**src/rtl/rf_ctrl_pkg.sv**
```systemverilog
// Package: rf_ctrl_pkg
// Shared register-file types and constants for the write-port arbiter.
//   RF_PW        register pointer width (file holds 2**RF_PW entries)
//   RF_W         register data width
//   RF_ZERO_ADDR address of the hardwired-zero register r0
// Optional feature macro used by users of this package: RF_BYPASS_EN.
package rf_ctrl_pkg;

    localparam int unsigned RF_PW = 3;
    localparam int unsigned RF_W  = 8;

    typedef logic [RF_PW:0]  rf_addr_t;
    typedef logic [RF_W-1:0] rf_data_t;

    typedef struct packed {
        rf_addr_t addr;
        rf_data_t dat;
    } rf_wr_t;

    localparam rf_addr_t RF_ZERO_ADDR = '0;

endpackage

```
**src/rtl/rr_pick.sv**
```systemverilog
// Module: rr_pick
// Combinational round-robin picker: searches req starting at index ptr,
// wrapping modulo N, and returns the first requester found.
// Ports:
//   req  in  N   request vector
//   ptr  in  IW  search start index (0..N-1)
//   gnt  out N   one-hot grant, 0 when req is 0
//   idx  out IW  index of the granted requester (0 when none)
//   any  out 1   a grant was issued
module rr_pick #(
    parameter int unsigned N  = 3,
    parameter int unsigned IW = (N > 1) ? $clog2(N) : 1
) (
    input  logic [N-1:0]  req,
    input  logic [IW-1:0] ptr,
    output logic [N-1:0]  gnt,
    output logic [IW-1:0] idx,
    output logic          any
);

    always_comb begin
        int unsigned pos;
        gnt = '0;
        idx = '0;
        any = 1'b0;
        pos = 0;
        for (int unsigned k = 0; k < N; k++) begin
            // Rotated position, wrapped without a modulo operator.
            pos = 32'(ptr) + k;
            if (pos >= N) begin
                pos = pos - N;
            end
            if (!any && req[pos]) begin
                any      = 1'b1;
                gnt[pos] = 1'b1;
                idx      = IW'(pos);
            end
        end
    end

endmodule

```
**src/rtl/rf_wr_arbiter.sv**
```systemverilog
// Module: rf_wr_arbiter
// Round-robin arbiter sharing the single register-file write port between
// NREQ writeback sources. One registered write per cycle; writes to r0 or to
// an out-of-range address are accepted but dropped and counted.
// Ports:
//   clk       in   rising-edge clock
//   reset     in   synchronous, active-high
//   hold      in   freeze: no grants, wr_en loads 0, pointer frozen
//   req       in   NREQ          per-source write request
//   req_addr  in   NREQ*(PW+1)   source i at [i*(PW+1)+:PW+1]
//   req_dat   in   NREQ*8        source i at [i*8+:8]
//   gnt       out  NREQ          one-hot combinational grant
//   wr_en     out  registered register-file write enable
//   wr_addr   out  PW+1 registered write address
//   dat_out   out  8 registered write data
//   drop_cnt  out  8 saturating count of dropped writes
// Optional (macro RF_BYPASS_EN): rd_addrA/rd_addrB in, bypA/B_hit and
// bypA/B_dat out, forwarding the pending write to same-cycle readers.
module rf_wr_arbiter
    import rf_ctrl_pkg::*;
#(
    parameter int unsigned NREQ = 3,
    parameter int unsigned PW   = 3
) (
    input  logic                   clk,
    input  logic                   reset,
    input  logic                   hold,
    input  logic [NREQ-1:0]        req,
    input  logic [NREQ*(PW+1)-1:0] req_addr,
    input  logic [NREQ*RF_W-1:0]   req_dat,
    output logic [NREQ-1:0]        gnt,
    output logic                   wr_en,
    output logic [PW:0]            wr_addr,
    output rf_data_t               dat_out,
`ifdef RF_BYPASS_EN
    input  logic [PW:0]            rd_addrA,
    input  logic [PW:0]            rd_addrB,
    output logic                   bypA_hit,
    output rf_data_t               bypA_dat,
    output logic                   bypB_hit,
    output rf_data_t               bypB_dat,
`endif
    output logic [7:0]             drop_cnt
);

    localparam int unsigned IW = (NREQ > 1) ? $clog2(NREQ) : 1;

    logic [NREQ-1:0] req_eff;
    logic [IW-1:0]   ptr_q;
    logic [IW-1:0]   ptr_d;
    logic [IW-1:0]   pick_idx;
    logic            pick_any;
    logic [PW:0]     sel_addr;
    rf_data_t        sel_dat;
    logic            sel_drop;

    // Reset and hold both suppress grants so nothing is accepted and lost.
    assign req_eff = (reset || hold) ? '0 : req;

    rr_pick #(
        .N  (NREQ),
        .IW (IW)
    ) u_pick (
        .req (req_eff),
        .ptr (ptr_q),
        .gnt (gnt),
        .idx (pick_idx),
        .any (pick_any)
    );

    always_comb begin
        sel_addr = '0;
        sel_dat  = '0;
        for (int unsigned i = 0; i < NREQ; i++) begin
            if (gnt[i]) begin
                sel_addr = req_addr[i*(PW+1) +: PW+1];
                sel_dat  = req_dat[i*RF_W +: RF_W];
            end
        end
    end

    // r0 is hardwired to zero; the top address bit flags an out-of-range target.
    assign sel_drop = (sel_addr[PW-1:0] == '0) || sel_addr[PW];

    always_comb begin
        ptr_d = ptr_q;
        if (pick_any) begin
            ptr_d = (pick_idx == IW'(NREQ - 1)) ? '0 : pick_idx + IW'(1);
        end
    end

    always_ff @(posedge clk) begin
        if (reset) begin
            ptr_q    <= '0;
            wr_en    <= 1'b0;
            wr_addr  <= '0;
            dat_out  <= '0;
            drop_cnt <= '0;
        end else begin
            ptr_q <= ptr_d;
            wr_en <= pick_any && !sel_drop;
            // Address/data hold their last value on idle cycles.
            if (pick_any) begin
                wr_addr <= sel_addr;
                dat_out <= sel_dat;
            end
            if (pick_any && sel_drop && (drop_cnt != 8'hFF)) begin
                drop_cnt <= drop_cnt + 8'd1;
            end
        end
    end

`ifdef RF_BYPASS_EN
    assign bypA_hit = wr_en && (wr_addr == rd_addrA) && (rd_addrA != '0);
    assign bypB_hit = wr_en && (wr_addr == rd_addrB) && (rd_addrB != '0);
    assign bypA_dat = bypA_hit ? dat_out : '0;
    assign bypB_dat = bypB_hit ? dat_out : '0;
`endif

endmodule
```
**config.mk**
```make
export PLATFORM = sky130hd
export DESIGN_NAME = rf_wr_arbiter
export DESIGN_NICKNAME = d
export VERILOG_FILES = /design/src/rtl/rf_ctrl_pkg.sv /design/src/rtl/rr_pick.sv /design/src/rtl/rf_wr_arbiter.sv
export SDC_FILE = /design/constraint.sdc
export NUM_CORES = 1
export LEC_CHECK = 0
export ABC_AREA = 1
export CAP_MARGIN = 20
export CORE_UTILIZATION = 35
export DETAILED_ROUTE_END_ITERATION = 10
export PLACE_DENSITY = 0.73
export SLEW_MARGIN = 10
export SYNTH_ARGS = -nofsm -noshare
export SYNTH_HDL_FRONTEND = slang
export SYNTH_SLANG_ARGS = --single-unit
```
**constraint.sdc**
```tcl
create_clock -name clk -period 6.3 [get_ports clk]
set_input_delay 0.63 -clock clk [delete_from_list [all_inputs] [get_ports clk]]
set_output_delay 0.63 -clock clk [all_outputs]
set_load 0.03 [all_outputs]
```
-- Word-level counts from Yosys, hierarchy flattened
Cells that the tools add are included.
- word-level logic and storage cells: 71
- register bits: 23
- bits of input ports: 42
- output and inout bits: 24
- bitwise operators: 2
- reductions and logical operators: 14
- equality and inequality tests: 2
- magnitude comparators: 9
- muxes and demuxes: 32
- add/subtract/negate cells: 7
- operators with widths (cell ; count):
    32-bit by 1-bit >= comparator with 1-bit output, second input constant ; 3
    32-bit by 3-bit < comparator with 1-bit output, second input constant ; 3
    32-bit two-way mux ; 3
    32-bit by 2-bit >= comparator with 1-bit output, second input constant ; 2
    32-bit by 2-bit subtractor with 32-bit output, second input constant ; 2
    8-bit two-way mux ; 3
    3-bit two-way mux ; 4
    4-bit two-way mux ; 3
    1-bit two-way mux ; 9
    8-bit by 1-bit adder with 8-bit output, second input constant ; 1
    1-bit logical AND ; 8
    2-bit two-way mux ; 4
    8-bit inequality test, second input constant ; 1
    1-bit binary-select mux with 2-bit select ; 3
    1-bit demux with 2-bit select ; 3
    3-bit bitwise OR ; 2
    2-bit by 1-bit adder with 3-bit output, second input constant ; 1
    2-bit by 2-bit adder with 3-bit output, second input constant ; 1
    1-bit zero test ; 3
    3-bit zero test ; 1
    2-bit by 2-bit subtractor with 3-bit output, second input constant ; 1
    2-bit by 1-bit adder with 2-bit output, second input constant ; 1
    2-bit equality test, second input constant ; 1
    2-bit >= comparator, second input constant ; 1
    1-bit logical OR ; 2

-- Longest topological paths before layout
- depth in word-level cells: 18
- depth in mapped cells: 22
- depth with buffers taken out: 20

-- Cells and area by module
Synthesis repeated with hierarchy kept, for this count alone.
- cells, all modules: 230
- area, all modules: 1534.0 µm²
- by module, submodules not included (module ; area an instance (µm²) ; instances ; cells an instance ; seq. area each (µm²)):
    rf_wr_arbiter ; 1229.9 ; 1 ; 172 ; 460.4
    rr_pick ; 304.0 ; 1 ; 58 ; 0.0

-- Least setup slack after synthesis
Ideal clock, no wire load.
- kind: input-to-output
- start: input hold
- end: output gnt[2]
- required time: 5.670 ns
- path buffers: 3
- path slack: 3.628 ns
- stages on the path: 12
- data arrival time: 2.042 ns
- path through: nor2_2 > buf_6 > nand2_1 > nand2_1 > nand3_1 > nand2_1 > nand2_2 > nor2_2 > nor2_2 > buf_6 > inv_1 > clkbuf_1
- longest elaborated chain between the ends: 11
- elaborated cells between the ends (all ways): 19
- classes of those cells: mux: 12; bitwise: 2; reduce/logical: 5
- ends and longest elaborated chain (element ; line ; text):
    start, declared ; rf_wr_arbiter.sv:27 ; input logic hold,
    1-bit logical OR * ; rf_wr_arbiter.sv:58 ; assign req_eff = (reset || hold) ? '0 : req;
    3-bit two-way mux * ; rf_wr_arbiter.sv:58 ;
    1-bit binary-select mux with 2-bit select ; rr_pick.sv:33 ; if (!any && req[pos]) begin
    1-bit two-way mux (not written as such) ; rr_pick.sv:33 ;
    1-bit two-way mux ; rr_pick.sv:33 ;
    1-bit zero test ; rr_pick.sv:33 ;
    1-bit logical AND ; rr_pick.sv:33 ;
    1-bit two-way mux ; rr_pick.sv:33 ;
    1-bit zero test ; rr_pick.sv:33 ;
    1-bit logical AND ; rr_pick.sv:33 ;
    3-bit two-way mux * ; rr_pick.sv:33 ;
    end, declared ; rf_wr_arbiter.sv:31 ; output logic [NREQ-1:0] gnt,
Mark *: on every way between the ends. The rest lies on a longest branch, timed or not. The select of a mux whose other input is x is not followed.

-- Worst setup path after layout
- start: input reset
- end: output gnt[2]
- longest elaborated chain between the ends: 11
- elaborated cells between the ends (all ways): 19
- classes of those cells: mux: 12; bitwise: 2; reduce/logical: 5
- ends and longest elaborated chain (element ; line ; text):
    start, declared ; rf_wr_arbiter.sv:26 ; input logic reset,
    1-bit logical OR * ; rf_wr_arbiter.sv:58 ;
    3-bit two-way mux * ; rf_wr_arbiter.sv:58 ;
    1-bit binary-select mux with 2-bit select ; rr_pick.sv:33 ;
    1-bit two-way mux (not written as such) ; rr_pick.sv:33 ;
    1-bit two-way mux ; rr_pick.sv:33 ;
    1-bit zero test ; rr_pick.sv:33 ;
    1-bit logical AND ; rr_pick.sv:33 ;
    1-bit two-way mux ; rr_pick.sv:33 ;
    1-bit zero test ; rr_pick.sv:33 ;
    1-bit logical AND ; rr_pick.sv:33 ;
    3-bit two-way mux * ; rr_pick.sv:33 ;
Marked as above.

==> impl_metrics.tcl <==
set metrics [dict create \
    critPathLaunch "reset" \
    vias 1690 \
    grt_start_max_net_pins 16 \
    synthArstFlopShare_pct 0 \
    worstSetupPathType "input port to primary output" \
    antenna_found_initial 0 \
    timing.rr.start "ptr_q[1]" \
    netlist_area_um2 1530 \
    dp_hpwl_um 3090 \
    drt_first_pass_iters 4 \
    synth_seq_area_share_pct 30.0 \
    endpoint "gnt[2]" \
    die_w_um 68.2 \
    slew-limit-headroom_pct 62.6 \
    min_period_over_period_pct 69.4 \
    r2r-end "drop_cnt[7]" \
    avgViaCountPerCell 5.04 \
    finalMaxSlewViolations 0 \
    core_area_um2 4120 \
    required_ps 5670 \
    wl_um 4080 \
    hp-class "flop to flop" \
    initial_utilization_pct 37.3 \
    gp_congestion 0.895 \
    tritoncts "yes" \
    syn-num-nets 271 \
    rrSetupSlack_ps 3400 \
    grt-ovfl-total 0 \
    tns_ps 0 \
    fin_nets 333 \
    crit_arrival_ps 3740 \
    clockRootBuffer "clkbuf_8" \
    crit_path_end_kind "primary output" \
    rsz0062_at_grt "no" \
    peakVddDrop_mv 0.155 \
    drtAntennaViolNets 0 \
    setup_viol 0 \
    area_delta_synth_final_pct 45.5 \
    cts_inserted_buffers 3 \
    grt_pass1_vias 1415 \
    max_cap_viol_count 0 \
    clock_path_buffers 2 \
    pin_count 66 \
    track_usage_pct 18.3 \
    portBuffers 65 \
    final_layout_size_suffix_gt1_share_pct 7.72 \
    grt_pass1_wl_um 6370 \
    power_density_nw_per_um2 354 \
    cts.repair.resized 0 \
    ys_types 28 \
    clock-sinks 23 \
    rows 23 \
    outcome "complete, no violations" \
    period_needed_ps 4370 \
    synth_edf_count 0 \
    max_freq_ghz 0.229 \
    ys.flop_type "dfxtp_1" \
    worstPathMaxFanout 14 \
    worstMarginPinSlew_ps 560 \
    synth_seq_cells 23 \
    dieArea_um2 4650 \
    fin_skew_ps 7.10 \
    postCtsSetupBuffers 0 \
    clock_latency_ps 270 \
    whs_ps 483 \
    diodes 0 \
    setup_ws_ps 1930 \
    leakage_nw 0.962 \
    drc 0 \
    htreeDepth 1 \
    start_kind "input port" \
    wl_per_cell_um 12.2 \
    post-place-ws_ps 1950 \
    synth_cells 224 \
    drt_iter0_markers 83 \
    holdBufCountCts 0 \
    die_y_um 68.2 \
    synth.yosys.warnings 0 \
    reg2reg_depth 20 \
    syn_area_per_cell_um2 6.85 \
    clk_pin_slew_ps 90 \
    finalHoldViolations 0 \
]
-- cells by family (layout without fill, tap and decap cells) --
group	count (synthesis)	count (layout)	synth area share (%)
flops	23	23	30.0
xor+xnor	6	6	3.43
compound gates	34	34	13.9
buf+inv	31	92	9.62
simple gates	125	125	38.9
fa+ha+maj	5	5	4.08
-- worst min-delay path by stage --
stage	start	end	slack [ps]	depth (start not counted)
after floorplan	ptr_q[0]	ptr_q[0]	470	2
after global placement	dat_out[0]	dat_out[0]	450	2
after detailed placement	wr_addr[2]	wr_addr[2]	470	2
after CTS	wr_addr[2]	wr_addr[2]	490	2
after global routing	wr_addr[2]	wr_addr[2]	500	2
final	dat_out[7]	dat_out[7]	480	2
-- final cells by class --
| cell class | count | area [um^2] |
|---|---|---|
| Clock buffer | 3 | 41.3 |
| Clock inverter | 1 | 5.00 |
| Fill cell | 412 | 1880 |
| Inverter | 23 | 86.3 |
| Multi-Input combinational cell | 170 | 926 |
| Sequential cell | 23 | 460 |
| Tap cell | 50 | 62.6 |
| Timing Repair Buffer | 65 | 651 |
-- worst max-delay path, stage by stage --
cell	delay (ps)
clkdlybuf4s50_1	690
nor2_2	480
nand3_1	180
nand2_1	90
nand2_1	60
nand2_2	110
nor2_4	50
nand2_2	80
nor2_2	50
nor2_2	360
inv_1	300
clkdlybuf4s50_1	670
-- cells in the final DEF, fill, tap and decap left out, drive strengths merged, types with 5 or more instances in the layout --
| cell | netlist | final |
|---|---|---|
| ha | 5 | 5 |
| nand2 | 62 | 62 |
| nand4 | 6 | 6 |
| o21ai | 6 | 6 |
| inv | 22 | 22 |
| xor2 | 6 | 6 |
| nand3 | 38 | 38 |
| clkdlybuf4s50 | 0 | 65 |
| a21oi | 20 | 20 |
| nor2 | 16 | 16 |
| o311ai | 6 | 6 |
| dfxtp | 23 | 23 |
-- cell usage after synthesis (2+ instances only) --
library cell | number | area [um^2]
ha_1 | 5 | 62.6
nand4_1 | 5 | 31.3
nand2_2 | 5 | 31.3
o21ai_0 | 3 | 15.0
or2_1 | 2 | 12.5
inv_1 | 20 | 75.1
clkbuf_1 | 3 | 11.3
nand3_2 | 3 | 30.0
o311ai_0 | 6 | 52.6
a21oi_1 | 19 | 95.1
inv_2 | 2 | 7.51
nand2_1 | 56 | 210
dfxtp_1 | 23 | 460
o21ai_1 | 3 | 15.0
buf_6 | 4 | 45.0
xor2_1 | 6 | 52.6
nor2_2 | 3 | 18.8
nand3_1 | 35 | 175
nor2_1 | 12 | 45.0
-- stage by stage --
step                      util (%)  cell area, um^2  cells  power, mW
after floorplan                  -             1530    224      0.567
after global placement        53.1             2190    331      0.695
after detailed placement      53.1             2190    331      0.698
after CTS                     54.2             2230    335      0.793
after global routing          54.2             2230    335      0.854
final                         54.2             2230    335      0.790
-- state kept, by name (all words and copies together) (netlist names) --
signal,count
wr_en,1
wr_addr,4
dat_out,8
drop_cnt,8
ptr_q,2
-- power by group --
group	switching, mW	leakage [nW]	internal, mW
sequential	0.0215	0.188	0.180
clock	0.0483	0.0255	0.0442
combinational	0.320	0.749	0.176
-- metal layers --
layer	GRT usage [%]	part of all wire (%)	vias up
met5	0	0	-
met4	6.25	1.0	0
met2	27.5	45	61
met3	3.00	5.2	4
met1	26.0	49	757
li1	-	-	868
Note: power is estimated with default switching activity, not from simulation.
